--- src/rtl/line_feeder.sv ---
// Frame line buffer: accepts DEPTH lines from a loader, then feeds them one at a
// time to a downstream controller, advancing on each readLine pulse.
module line_feeder #(
  parameter int W     = 25,
  parameter int DEPTH = 64,
  parameter int CW    = 6
) (
  input  logic          clk,
  input  logic          rst,
  input  logic          load_valid,
  input  logic [W-1:0]  load_data,
  output logic          load_ready,
  output logic          start,
  input  logic          readLine,
  output logic [W-1:0]  line,
  output logic [CW-1:0] count,
  output logic          line_valid,
  output logic          frame_done,
  output logic [1:0]    state_dbg
);

  // Handshake: a load beat transfers on any cycle where load_valid and
  // load_ready are both high; load_ready depends only on the FSM state, never
  // on load_valid. readLine is a one-cycle pulse honoured only while feeding.

  typedef enum logic [1:0] {
    IDLE = 2'd0,
    LOAD = 2'd1,
    FEED = 2'd2,
    DONE = 2'd3
  } state_t;

  state_t         state;
  state_t         state_next;
  logic [W-1:0]   mem [DEPTH];
  logic [CW-1:0]  wr_ptr;
  logic           accept;
  logic           last_beat;
  logic           advance;
  logic           last_line;

  assign state_dbg = state;

  always_comb begin
    state_next = state;
    load_ready = 1'b0;
    start      = 1'b0;
    line_valid = 1'b0;
    frame_done = 1'b0;
    accept     = 1'b0;
    last_beat  = 1'b0;
    advance    = 1'b0;
    last_line  = 1'b0;
    case (state)
      IDLE, LOAD: begin
        load_ready = 1'b1;
        accept     = load_valid;
        last_beat  = load_valid && (wr_ptr == CW'(DEPTH - 1));
        if (load_valid) begin
          state_next = last_beat ? FEED : LOAD;
        end
      end
      FEED: begin
        start      = 1'b1;
        line_valid = 1'b1;
        advance    = readLine;
        last_line  = readLine && (count == CW'(DEPTH - 1));
        if (last_line) begin
          state_next = DONE;
        end
      end
      DONE: begin
        frame_done = 1'b1;
        state_next = IDLE;
      end
      default: state_next = IDLE;
    endcase
  end

  always_ff @(posedge clk) begin
    if (rst) begin
      state <= IDLE;
    end else begin
      state <= state_next;
    end
  end

  // Line storage is not cleared on reset; wr_ptr restarting at 0 guarantees a
  // stale frame can never reach FEED.
  always_ff @(posedge clk) begin
    if (accept && !rst) begin
      mem[wr_ptr] <= load_data;
    end
  end

  always_ff @(posedge clk) begin
    if (rst) begin
      wr_ptr <= '0;
      count  <= '0;
      line   <= '0;
    end else begin
      if (accept) begin
        wr_ptr <= last_beat ? '0 : wr_ptr + CW'(1);
      end
      if (last_beat) begin
        count <= '0;
        // With a single-line frame the first line is still being written.
        line  <= (wr_ptr == '0) ? load_data : mem[0];
      end else if (advance) begin
        if (last_line) begin
          count <= '0;
        end else begin
          count <= count + CW'(1);
          line  <= mem[count + CW'(1)];
        end
      end
    end
  end

endmodule

--- config.mk ---
export PLATFORM = sky130hd
export DESIGN_NAME = line_feeder
export DESIGN_NICKNAME = d
export VERILOG_FILES = /design/src/rtl/line_feeder.sv
export SDC_FILE = /design/constraint.sdc
export NUM_CORES = 2
export LEC_CHECK = 0
export BUFFER_PORTS_ARGS = -buffer_cell sky130_fd_sc_hd__buf_2
export CAP_MARGIN = 20
export CORE_UTILIZATION = 35
export DETAILED_ROUTE_END_ITERATION = 7
export PLACE_DENSITY_LB_ADDON = 0.1
export SLEW_MARGIN = 15
export SYNTH_ARGS = -nofsm -noshare
export SYNTH_HDL_FRONTEND = slang
export SYNTH_SLANG_ARGS = --single-unit
--- constraint.sdc ---
create_clock -name clk -period 4.7 [get_ports clk]
set_input_delay 0.94 -clock clk [delete_from_list [all_inputs] [get_ports clk]]
set_output_delay 0.94 -clock clk [all_outputs]
set_load 0.02 [all_outputs]
==> flow_summary.ini <==
[finish]
layout-drive-gt1-share_pct = 28.7
multi_input_area_sq_um = 13900
n_fill_cell = 15900
seq_area_sq_um = 48800
most-common-layout-cells = edfxtp_1 (1600), mux4_2 (405), nand2_1 (262)
final_net_count = 3191
syn_to_final_growth_pct = 14.6
final_common_cell = edfxtp_1

[synth]
syn_inst = 2962
ys_warn_count = 0
ys_seq_elements = 1639
syn-num-nets = 2994
synthTopCellsByArea = edfxtp_1 (76%), mux4_2 (14%), nand2_1 (1.5%)
syn_area_per_cell_sq_um = 21.5
synth_area_sq_um = 63600
seq_area_frac_synth_pct = 76.8
async_flop_share_pct = 0
yosys.area.top_type = edfxtp_1
synth_top_area_share_pct = 75.6
synthFlopType = edfxtp_1
synth_edf_count = 1600
yosysUniqueCellTypes = 54

[critical_path]
slowest_stage = a32oi_1
worstRegToRegCells = 8
worst_ep_arrival_time_ns = 4.20
crit_cells = 8
cp-start-kind = flip-flop
crit_chain = ha_4 -> xor2_4 -> buf_12 -> mux4_2 -> mux2i_1 -> a32oi_1 -> a31oi_1 -> a211oi_2
cpLargestDelayFamily = compound AO/OA/AOI/OAI gates
critical_path_buf_inv_count = 1
path_max_fanout = 71
slowest_delay_ns = 0.90
worstSetupPathType = flip-flop to flip-flop
critPathCaptureType = flip-flop
crit_required_ns = 5.43

[cts]
cts_resized = 0
post-cts-setup-buffers = 0
cts_sinks = 1639
cts_tree = built
worstSkewPairLatency_ns = 0.83
cts-root-buf = clkbuf_16
cts_buffers = 180
clk_pin_slew_ns = 0.06
cts_buffer_depth = 3
htreeDepth = 4
cts_hold_buf = 0

[timing]
tns_ns = 0
fmax_mhz = 289
report.final.hold_viol_count = 0
worst_pin_slew_ns = 1.14
fin_crit_sh_pct = 73.7
rsz0062_at_grt = no
setup_viol = 0
finalMaxSlewViolations = 0
max_slew_margin_pct = 23.9
fin_crit_ns = 3.46
skew_ns = 0.0370

[routing]
vias = 31200
drc_errors = 0
totalWireLength_um = 194000
first_pass_iters = 5
drt_iter0_markers = 3483
ant_nets = 0
routed_via_density = 5.49
wire_per_inst_um = 34.2

[floorplan]
initial_core_util_pct = 35.2
core_sq_um = 181000
fp.dieH_um = 428
die_x_um = 428
rows = 156
die_area_sq_um = 183000
io_pins = 66

[grt]
grt_overflow = 0
grt_pass1_vias = 31500
antenna_found_initial = 10
grt_max_degree = 84
grt_pass1_wl_um = 268000
track_usage_pct = 21.2

[placement]
portBuffers = 65
gp_congestion = 0.918
dpl.hpwl_um = 122000

[run_status]
outcome = finished clean

[worst_hold_path]
hold_depth = 2
hold_path_class = input pin to flip-flop

[pwr]
leakage_nw = 22.0
finalPower_w = 0.0301
powerDensity_nw_per_um2 = 413
ir_worst_vdd_uv = 309

[flow_run]
cap_violations = 0
## where the power goes
group          total [W]  switching (W)  internal, W
registers         0.0161      0.0000170       0.0161
logic           0.000394       0.000354    0.0000399
clock network     0.0136        0.00584      0.00778
total             0.0301        0.00621       0.0239
## flip-flops by register name, summed over array words and instances, names as in the netlist
name,flops
state_dbg,2
wr_ptr,6
count,6
mem,1600
line,25
## layer usage
layer	global-route usage (%)	wire length (um)
met1	30.8	87300
met2	32.9	91000
met3	3.09	10200
met4	6.23	5610
met5	0	34
## area by class of cell
type / instances / share of cell area, %
Clock inverter: 96 / 1.20
Multi-Input combinational cell: 1145 / 19.1
Inverter: 5 / 0.0258
Antenna cell: 10 / 0.0344
Clock buffer: 234 / 6.55
Tap cell: 2370 / 4.07
Sequential cell: 1639 / 67.0
Timing Repair Buffer: 188 / 2.02
## Yosys cell counts, types with 2 or more instances
master         count
clkbuf_4           2
a22oi_1            2
xnor2_1            2
mux4_1            20
buf_2             67
buf_1              3
buf_4             21
nand3_1           63
buf_6             23
dlygate4sd1_1     11
xor2_1             5
o211ai_2          22
nand2b_1           5
buf_12             3
clkbuf_1          34
edfxtp_1        1600
mux4_2           405
and2_1             4
mux2i_1           25
o21ai_0            2
a211oi_1           8
nand2_1          262
inv_1              4
dfxtp_1           39
nor3_1             4
a21oi_1            5
a32oi_1           25
nand3b_1           4
ha_1               3
buf_8              8
nor2b_1            2
nor2_1           157
a31oi_1           74
or3_1             11
a211oi_2          18
## cells by family after synthesis
kind of cell / Yosys count / share of synthesized area (%)
flip-flops: 1639 / 76.8
AND/OR/NAND/NOR: 523 / 3.41
multiplexers: 451 / 15.6
buffers and inverters: 178 / 1.91
AO/OA/AOI/OAI: 159 / 2.07
XOR/XNOR: 9 / 0.165
adder cells (fa/ha/maj): 3 / 0.0590
## path summary, 6_finish.rpt
path / start / to / slack [ns]
min reg2reg: line[6]$_SDFFE_PP0P_ / line[6]$_SDFFE_PP0P_ / 0.58
max reg2reg: count[0]$_SDFFE_PP0P_ / line[9]$_SDFFE_PP0P_ / 1.24
max: count[0]$_SDFFE_PP0P_ / line[9]$_SDFFE_PP0P_ / 1.24
min: load_valid / state_dbg[1]$_SDFFE_PP0P_ / 0.45
## per-stage QoR
step                      hold WS [ns]  area [sq um]  util, %  worst slack, ns  instances
final                            0.453         72800     40.3             1.24       5687
after global routing             0.419         72800     40.3             1.05       5677
after CTS                        0.388         72800     40.3             1.13       5675
after detailed placement         0.569         67100     37.2             1.01       5345
after global placement           0.547         67100     37.2             1.00       5344
after floorplan                  0.522         63600        -            0.184       2962
Note: power is estimated with default switching activity, not from simulation.
